**src/rtl/mux2_arbiter.sv**
```systemverilog
// mux2_arbiter: two-requester round-robin arbiter that owns a shared 2:1 data mux.
// One requester at a time is granted the path. Its data is forwarded to y, and a
// hold limit bounds how long a grant may last while the other source is waiting.
//
// Ports:
//   clk          system clock, rising edge
//   rst          synchronous active-high reset
//   req0, req1   level requests, held for the whole burst
//   d0, d1       source data
//   gnt0, gnt1   grants, decoded directly from the state register (never both high)
//   sel          mux select, equal to gnt1
//   y            sel ? d1 : d0, combinational from the data inputs
//   y_valid      gnt0 | gnt1
module mux2_arbiter #(
   parameter int unsigned WIDTH    = 1,
   parameter int unsigned MAX_HOLD = 4
) (
   input  logic             clk,
   input  logic             rst,
   input  logic             req0,
   input  logic             req1,
   input  logic [WIDTH-1:0] d0,
   input  logic [WIDTH-1:0] d1,
   output logic             gnt0,
   output logic             gnt1,
   output logic             sel,
   output logic [WIDTH-1:0] y,
   output logic             y_valid
);

   localparam int unsigned HCNT_W = $clog2(MAX_HOLD) + 1;
   localparam logic [HCNT_W-1:0] HOLD_LAST = HCNT_W'(MAX_HOLD - 1);

   typedef enum logic [1:0] {
      IDLE = 2'd0,
      GNT0 = 2'd1,
      GNT1 = 2'd2
   } state_e;

   state_e              state_q;
   logic                last_q;    // source granted most recently
   logic [HCNT_W-1:0]   hcnt_q;    // cycles held since grant entry, saturating
   logic                hold_done;

   // The current holder has used its full share once hcnt reaches MAX_HOLD-1
   assign hold_done = (hcnt_q == HOLD_LAST);

   // Grant FSM, priority pointer and hold counter
   always_ff @(posedge clk) begin
      if (rst) begin
         state_q <= IDLE;
         last_q  <= 1'b1;
         hcnt_q  <= '0;
      end else begin
         unique case (state_q)
            IDLE: begin
               // On a tie the source that was not granted last wins
               if (req0 && (!req1 || last_q)) begin
                  state_q <= GNT0;
                  last_q  <= 1'b0;
                  hcnt_q  <= '0;
               end else if (req1) begin
                  state_q <= GNT1;
                  last_q  <= 1'b1;
                  hcnt_q  <= '0;
               end
            end
            GNT0: begin
               // Hand over on release, or preempt once the hold budget is spent
               if (req1 && (!req0 || hold_done)) begin
                  state_q <= GNT1;
                  last_q  <= 1'b1;
                  hcnt_q  <= '0;
               end else if (!req0) begin
                  state_q <= IDLE;
               end else if (!hold_done) begin
                  hcnt_q <= hcnt_q + HCNT_W'(1);
               end
            end
            GNT1: begin
               if (req0 && (!req1 || hold_done)) begin
                  state_q <= GNT0;
                  last_q  <= 1'b0;
                  hcnt_q  <= '0;
               end else if (!req1) begin
                  state_q <= IDLE;
               end else if (!hold_done) begin
                  hcnt_q <= hcnt_q + HCNT_W'(1);
               end
            end
            default: begin
               state_q <= IDLE;
            end
         endcase
      end
   end

   // Grant decode and shared data path
   assign gnt0    = (state_q == GNT0);
   assign gnt1    = (state_q == GNT1);
   assign sel     = gnt1;
   assign y_valid = gnt0 | gnt1;
   assign y       = sel ? d1 : d0;

endmodule
```
**config.mk**
```make
export PLATFORM = sky130hd
export DESIGN_NAME = mux2_arbiter
export DESIGN_NICKNAME = d
export VERILOG_FILES = /design/src/rtl/mux2_arbiter.sv
export SDC_FILE = /design/constraint.sdc
export NUM_CORES = 1
export LEC_CHECK = 0
export ABC_AREA = 0
export CAP_MARGIN = 30
export CORE_AREA = 3 3 40 42
export DETAILED_ROUTE_END_ITERATION = 16
export DIE_AREA = 0 0 43 45
export PLACE_DENSITY = 0.66
export RECOVER_POWER = 50
export SLEW_MARGIN = 30
export SYNTH_ARGS = -nofsm -noshare
export SYNTH_HDL_FRONTEND = slang
export SYNTH_SLANG_ARGS = --single-unit
```
**constraint.sdc**
```tcl
create_clock -name clk -period 1.9 [get_ports clk]
set_clock_uncertainty 0.15 [all_clocks]
set_input_delay 0.19 -clock clk [delete_from_list [all_inputs] [get_ports clk]]
set_output_delay 0.19 -clock clk [all_outputs]
set_load 0.03 [all_outputs]
```
== After elaboration in Yosys (flattened, before gate mapping) ==
Index checks and enable logic that the tools add are counted.

* Mux-type cells: 21
* Bitwise operators: 1
* Equal/unequal tests: 10
* Reduce and logical (&&, ||, !) cells: 13
* Add/subtract/negate cells: 1

{| class="wikitable"
|+ Operator list
! cell !! number
|-
| two-way mux 3 bit || 7
|-
| two-way mux 2 bit || 6
|-
| inequality test 3 x 2 -> 1 bit, second input constant || 4
|-
| one-hot mux 3 bit (3 select lines) || 1
|-
| AND reduction 4 bit || 2
|-
| one-hot mux 2 bit (3 select lines) || 1
|-
| two-way mux 1 bit || 5
|-
| inequality test 2 x 1 -> 1 bit, second input constant || 2
|-
| adder 3 x 1 -> 3 bit, second input constant || 1
|-
| == test 3 x 2 -> 1 bit, second input constant || 1
|-
| logical AND 1 bit || 3
|-
| logical OR 1 bit || 3
|-
| inequality test 3 bit, second input constant || 1
|-
| one-hot mux 1 bit (3 select lines) || 1
|-
| AND reduction 3 bit || 1
|-
| nonzero test 3 bit || 1
|-
| == test 2 x 1 -> 1 bit, second input constant || 1
|-
| == test 2 bit, second input constant || 1
|-
| logical NOT 1 bit || 2
|-
| logical NOT 2 bit || 1
|-
| OR 1 bit || 1
|}

* Bits in registers: 6
* Logic and storage cells: 49

== Depth between registers and ports, before layout ==
Gate-level depths: netlist of the first run.

* Depth after elaboration: 5
* Gate-level depth with buffers: 6

== Least setup slack after synthesis of the first run ==
OpenSTA, ideal clock, no wires.

* Kind: flip-flop to flip-flop
* Start: reg state_q[1]
* End: reg hcnt_q[1]
* Buffers on the path: 0
* Setup slack: -0.066 ns
* Clock period less this slack: 1.966 ns
* Arrival time: 1.697 ns
* Cell stages (with the launch flop): 7
* Path through: dfxtp_1 inv_1 ha_1 or3_4 a211oi_4 mux2i_1 nor2_1

* Cells in the longest elaborated chain, start to end: 3
* Elaborated cells on any way between the ends: 9
* Those cells by class: 5 x eq/ne; 1 x mux; 3 x reduce/logical

{| class="wikitable"
|+ RTL lines
! item !! RTL line !! text
|-
| from (decl) || 40 || <nowiki>state_e state_q;</nowiki>
|-
| from (signal assigned) || 51 || <nowiki>state_q <= IDLE;</nowiki>
|-
| from (signal assigned) || 59 || <nowiki>state_q <= GNT0;</nowiki>
|-
| from (signal assigned) || 63 || <nowiki>state_q <= GNT1;</nowiki>
|-
| == test 2 x 1 -> 1 bit (*) || - ||
|-
| net gnt0 || 24 || <nowiki>output logic gnt0,</nowiki>
|-
| inequality test 3 x 2 -> 1 bit (no source line) / nonzero test 3 bit (equally long branches) || - ||
|-
| AND reduction 4 bit (no source line) || - ||
|-
| to (signal assigned) || 77 || <nowiki>hcnt_q <= hcnt_q + HCNT_W'(1);</nowiki>
|-
| to (signal assigned) || 88 || <nowiki>hcnt_q <= hcnt_q + HCNT_W'(1);</nowiki>
|-
| to (decl) || 42 || <nowiki>logic [HCNT_W-1:0] hcnt_q;</nowiki>
|}

Mark *: on every way through the listed nets, which the timed path passes. The rest lies on a longest branch.
A chain may end at the register's enable or synchronous reset.

== Worst setup path after layout of the first run ==
* Start: reg state_q[0]
* End: reg hcnt_q[1]

* Cells in the longest elaborated chain, start to end: 3
* Elaborated cells on any way between the ends: 9
* Those cells by class: 5 x eq/ne; 1 x mux; 3 x reduce/logical

{| class="wikitable"
|+ RTL lines
! item !! RTL line !! text
|-
| == test 2 bit, or another cell as far along || 55 || <nowiki>unique case (state_q)</nowiki>
|-
| inequality test 3 x 2 -> 1 bit (no source line), or another cell as far along || - ||
|-
| AND reduction 4 bit (no source line) || - ||
|}

Several ways; a longest one is shown, not always the timed one.

==> results.cfg, run 1 <==
[min_path]
min_path_type = flop to flop

[critical_path]
end_kind = flop
path_cells = inv_4 -> ha_4 -> or3_4 -> a211oi_4 -> mux2i_1 -> nor2_1
arrival_ns = 1.80
required_ns = 1.87
startpoint_type = flop
crit_buf_inv = 1
crit_fanout = 4
path_delay_family = simple AND/OR/NAND/NOR gates
critPathSlowestCell = or3_4
critPathMaxStageDelay_ns = 0.41
crit_type = flop to flop

[detailed_routing]
drc = 0
vias = 484
drt_iter0_drc = 5
first_pass_iters = 3
wl_per_cell_um = 12.3
ant_nets = 0
viasPerCell = 5.20
drt_wl_total_um = 1150

[yosys]
syn-num-nets = 71
ys_seq_area_share_pct = 23.2
synth_cell_type_count = 30
syn_area_um2 = 518
synth_cells = 60
yosys_warnings = 0
ys_ff_latch = 6
async_flop_share_pct = 0
synth-edff-count = 0
synth.avg_cell_area_um2 = 8.63
synth_area_leaders = dfxtp_1 23%, ha_1 12%, mux2i_1 5.8%
synth_top_area_share_pct = 23.2
synth_top_area_cell = dfxtp_1
synthTopCellsByCount = 6 x dfxtp_1, 6 x inv_1, 5 x ha_1
synth_flop_cell = dfxtp_1

[timing]
hold_viol = 0
drv_slew = 0
fmax_mhz = 547
tightest_slew_ns = 0.409
fin_crit_sh_pct = 96.2
slew_headroom_pct = 72.6
fin_crit_ns = 1.83
fin_hold_ws_ns = 0.291
setup_viol = 0

[floorplan]
core_mm2 = 0.00128
die_h_um = 45
fp.dieArea_mm2 = 0.00194
die_w_um = 43
rows = 13
start_util_pct = 40.3
ios = 11

[global_routing]
antenna_found_initial = 0
grt_pass1_vias = 452
overflow = 0
grt_pass1_wl_um = 1900
grtUsageTotal_pct = 13.3
grt_max_degree = 7

[pwr]
power.leakage_nw = 0.324
ir_worst_vdd_uv = 526
pwr_density_cell_mw_per_mm2 = 980

[clock_tree]
cts.clk_slew.worst_paths_ns = 0.04
clockRootBuffer = clkbuf_4
htreeDepth = 1
cts_num_sinks = 6
clock_path_buffers = 2
holdBufCountCts = 0
cts_tree = built
cts_made_buffers = 3
clock_latency_ns = 0.24

[final_layout]
drive_gt1_share_pct = 30.8
layout.cells.non_filler = 93
synthToLayoutAreaGrowth_pct = 43.2
insertedDiodeCount = 0
fin_util_pct = 57.7
nets = 91

[placed_design]
placedCellCount = 88
hpwl_um = 893
numPortBuffers = 10
gp_congestion = 0.832

[run]
cap_viol_max_count = 0

[outcome]
status = completed
## final timing paths
kind                   start         to  slack, ns  cells after the start
hold reg to reg    hcnt_q[2]  hcnt_q[2]       0.29                      2
hold / removal     hcnt_q[2]  hcnt_q[2]       0.29                      2
setup / recovery  state_q[0]  hcnt_q[1]       0.07                      6
setup reg to reg  state_q[0]  hcnt_q[1]       0.07                      6
## power by group
part           internal [mW]  leakage (nW)  switching, mW
registers              0.154        0.0505         0.0222
clock network         0.0712        0.0138         0.0417
logic                  0.212         0.260          0.226
total                  0.437         0.324          0.290
## logic make-up (layout without fill, tap and decap cells)
group                    count (synthesis)  in the layout  share of synthesized area, %
AND/OR/NAND/NOR                         16             16                          16.9
flip-flops                               6              6                          23.2
buffers and inverters                    8             26                          6.76
adder cells (fa/ha/maj)                  5              5                          12.1
AO/OA/AOI/OAI                           20             20                          31.4
XOR/XNOR                                 1              1                          1.69
multiplexers                             4              4                          7.97
## cell type report
type                            instances  area [um^2]
Multi-Input combinational cell         46          395
Clock buffer                            3         22.5
Fill cell                             122          543
Tap cell                               15         18.8
Sequential cell                         6          128
Timing Repair Buffer                   17          153
Inverter                                6         25.0
## per-layer routing
layer	global-route usage, %	wire length (um)	up-vias
met5	0	0	-
met1	18.4	561	214
met4	10.8	27	0
li1	-	-	259
met2	18.9	519	7
met3	1.20	39	4
## worst register-to-register path, cell delays in order (launching register included)
cell	delay (ns)
dfxtp_4	0.37
inv_4	0.05
ha_4	0.17
or3_4	0.41
a211oi_4	0.29
mux2i_1	0.23
nor2_1	0.05
## flip-flops by register name, indices dropped and copies added, names as in the netlist
signal and count:
state_q 2, hcnt_q 3, last_q 1
## cells in the final DEF (no fill, tap or decap), types with 2 or more instances in the layout
cell type,instances
clkbuf_4,3
dfxtp_4,2
mux2i_1,3
clkdlybuf4s50_1,5
o21ai_0,2
a211oi_1,2
a21oi_1,4
nand2_1,3
nand2b_1,2
buf_4,6
nor2b_1,2
ha_4,2
dlygate4sd2_1,4
nor2_1,4
ha_1,3
a211o_1,2
dfxtp_1,4
inv_1,4
## stage by stage
step	setup WS (ns)	setup TNS (ns)	total power, mW	cell area [um^2]
2_1_floorplan	0.0498	0	0.462	523
4_1_cts	0.00934	0	0.682	686
3_5_place_dp	-0.0149	-0.0204	0.581	667
6_report	0.0718	0	0.727	742
3_3_place_gp	0.0153	0	0.579	667
5_1_grt	-0.00858	-0.0140	0.782	742
## what timing repair did
item	CTS	global route
endpoints found under the setup margin	8	7
buffers inserted	0	2
pin swaps	2	8
hold endpoints to repair	0	0
gates resized for setup	7	12
Power figures use the tool's default switching activity.
==> run 2: changes to the inputs <==
- GPL_TIMING_DRIVEN: default -> 0
==> results.cfg, run 2 (same netlist as run 1, synthesis figures left out) <==
[outcome]
status = completed

[critical_path]
r2r_end = hcnt_q[1]
crit_fanout = 7
r2r_start = state_q[1]
end_kind = flop
ff2ff_setup_slack_ns = 0.07
arrival_ns = 1.81
startpoint_type = flop
critPathMaxStageDelay_ns = 0.40
critPathSlowestCell = or3_4
startpoint = state_q[1]
path_cells = inv_2 -> ha_4 -> or3_4 -> a211oi_4 -> mux2i_1 -> nor2_1
crit_buf_inv = 1
required_ns = 1.88
crit_type = flop to flop
worstSetupPathDepth = 6
rr_worst_depth = 6
path_delay_family = simple AND/OR/NAND/NOR gates
timing.critical_path.to = hcnt_q[1]

[global_routing]
grt_pass1_vias = 427
grtUsageTotal_pct = 12.7
grt_max_degree = 11
antenna_found_initial = 0
grt_pass1_wl_um = 1800
overflow = 0

[detailed_routing]
vias = 484
first_pass_iters = 4
viasPerCell = 5.32
drc = 0
ant_nets = 0
drt_iter0_drc = 6
drt_wl_total_um = 1120
wl_per_cell_um = 12.3

[final_layout]
finalInstanceArea_um2 = 723
synthToLayoutAreaGrowth_pct = 39.6
nFillCells = 122
final_common_cell = clkdlybuf4s50_1
nets = 89
insertedDiodeCount = 0
top_regs = hcnt_q x3, state_q x2, last_q x1
fin_util_pct = 56.3
largest-register = hcnt_q
drive_gt1_share_pct = 30.3
largest_reg_flops = 3

[pwr]
pwr_density_cell_mw_per_mm2 = 1010
power.leakage_nw = 0.314
finalPower_uw = 729
ir_worst_vdd_uv = 491

[timing]
fin_crit_sh_pct = 96.4
rsz0062_at_grt = yes
hold_viol = 0
drv_slew = 0
tightest_slew_ns = 0.355
slew_headroom_pct = 76.2
fmax_mhz = 546
fin_crit_ns = 1.83
fin_ws_ns = 0.0675
setup_viol = 0

[floorplan]
die_w_um = 43
die_h_um = 45
rows = 13
start_util_pct = 40.3
core_mm2 = 0.00128
ios = 11
fp.dieArea_mm2 = 0.00194

[clock_tree]
clock_latency_ns = 0.25
cts.clk_slew.worst_paths_ns = 0.05
htreeDepth = 1
cts_tree = built
clock_path_buffers = 2
holdBufCountCts = 0
clockRootBuffer = clkbuf_4
cts_made_buffers = 3
cts_num_sinks = 6

[placed_design]
hpwl_um = 807
place_ws_ns = -0.0647
numPortBuffers = 10
placed_area_um2 = 642
gp_congestion = 0.770

[min_path]
min_path_type = flop to flop

[run]
cap_viol_max_count = 0
## run 2: stage by stage
step	instances	TNS (ns)	hold WS [ns]
detailed placement	85	-0.107	0.274
global route	91	-0.0256	0.294
global placement	85	-0.0813	0.276
finish	91	0	0.278
CTS	88	-0.108	0.281
floorplan	60	0	0.109
## run 2: repair_timing
item | CTS | global route
pin swaps | 1 | 3
gates resized for setup | 6 | 13
buffers inserted | 0 | 3
endpoints found under the setup margin | 7 | 6
## run 2: worst min-delay path by stage
| stage | start | slack [ns] | cells after the start | endpoint |
|---|---|---|---|---|
| 3_3_place_gp | hcnt_q[2] | 0.28 | 2 | hcnt_q[2] |
| 6_report | hcnt_q[2] | 0.28 | 2 | hcnt_q[2] |
| 5_1_grt | hcnt_q[2] | 0.29 | 2 | hcnt_q[2] |
| 3_5_place_dp | hcnt_q[2] | 0.27 | 2 | hcnt_q[2] |
| 2_1_floorplan | rst | 0.11 | 1 | state_q[1] |
| 4_1_cts | hcnt_q[2] | 0.28 | 2 | hcnt_q[2] |
## run 2: report_power, final
group	switching, mW	internal [mW]
sequential	0.0227	0.153
clock	0.0477	0.0716
combinational	0.222	0.211
total	0.293	0.436
## run 2: routing by layer
layer / track usage [%] / up-vias / part of all wire, %
met2: 17.7 / 15 / 44
met1: 16.6 / 212 / 47
li1: - / 253 / -
met5: 0 / - / 0
met3: 3.98 / 4 / 5.9
met4: 9.04 / 0 / 2.4
## run 2: cell type report
cell class	count	area, um^2	area share, %
Clock buffer	3	22.5	3.11
Multi-Input combinational cell	46	404	55.9
Buffer	2	12.5	1.73
Sequential cell	6	128	17.6
Timing Repair Buffer	13	113	15.6
Tap cell	15	18.8	2.60
Inverter	6	25.0	3.46
## run 2: worst min-delay path, delay by kind of cell (launching register included)
kind,cells,cell delay [ns]
AOI/OAI and AO/OA,1,0.03
DFF,1,0.30
buffers and inverters,1,0.05
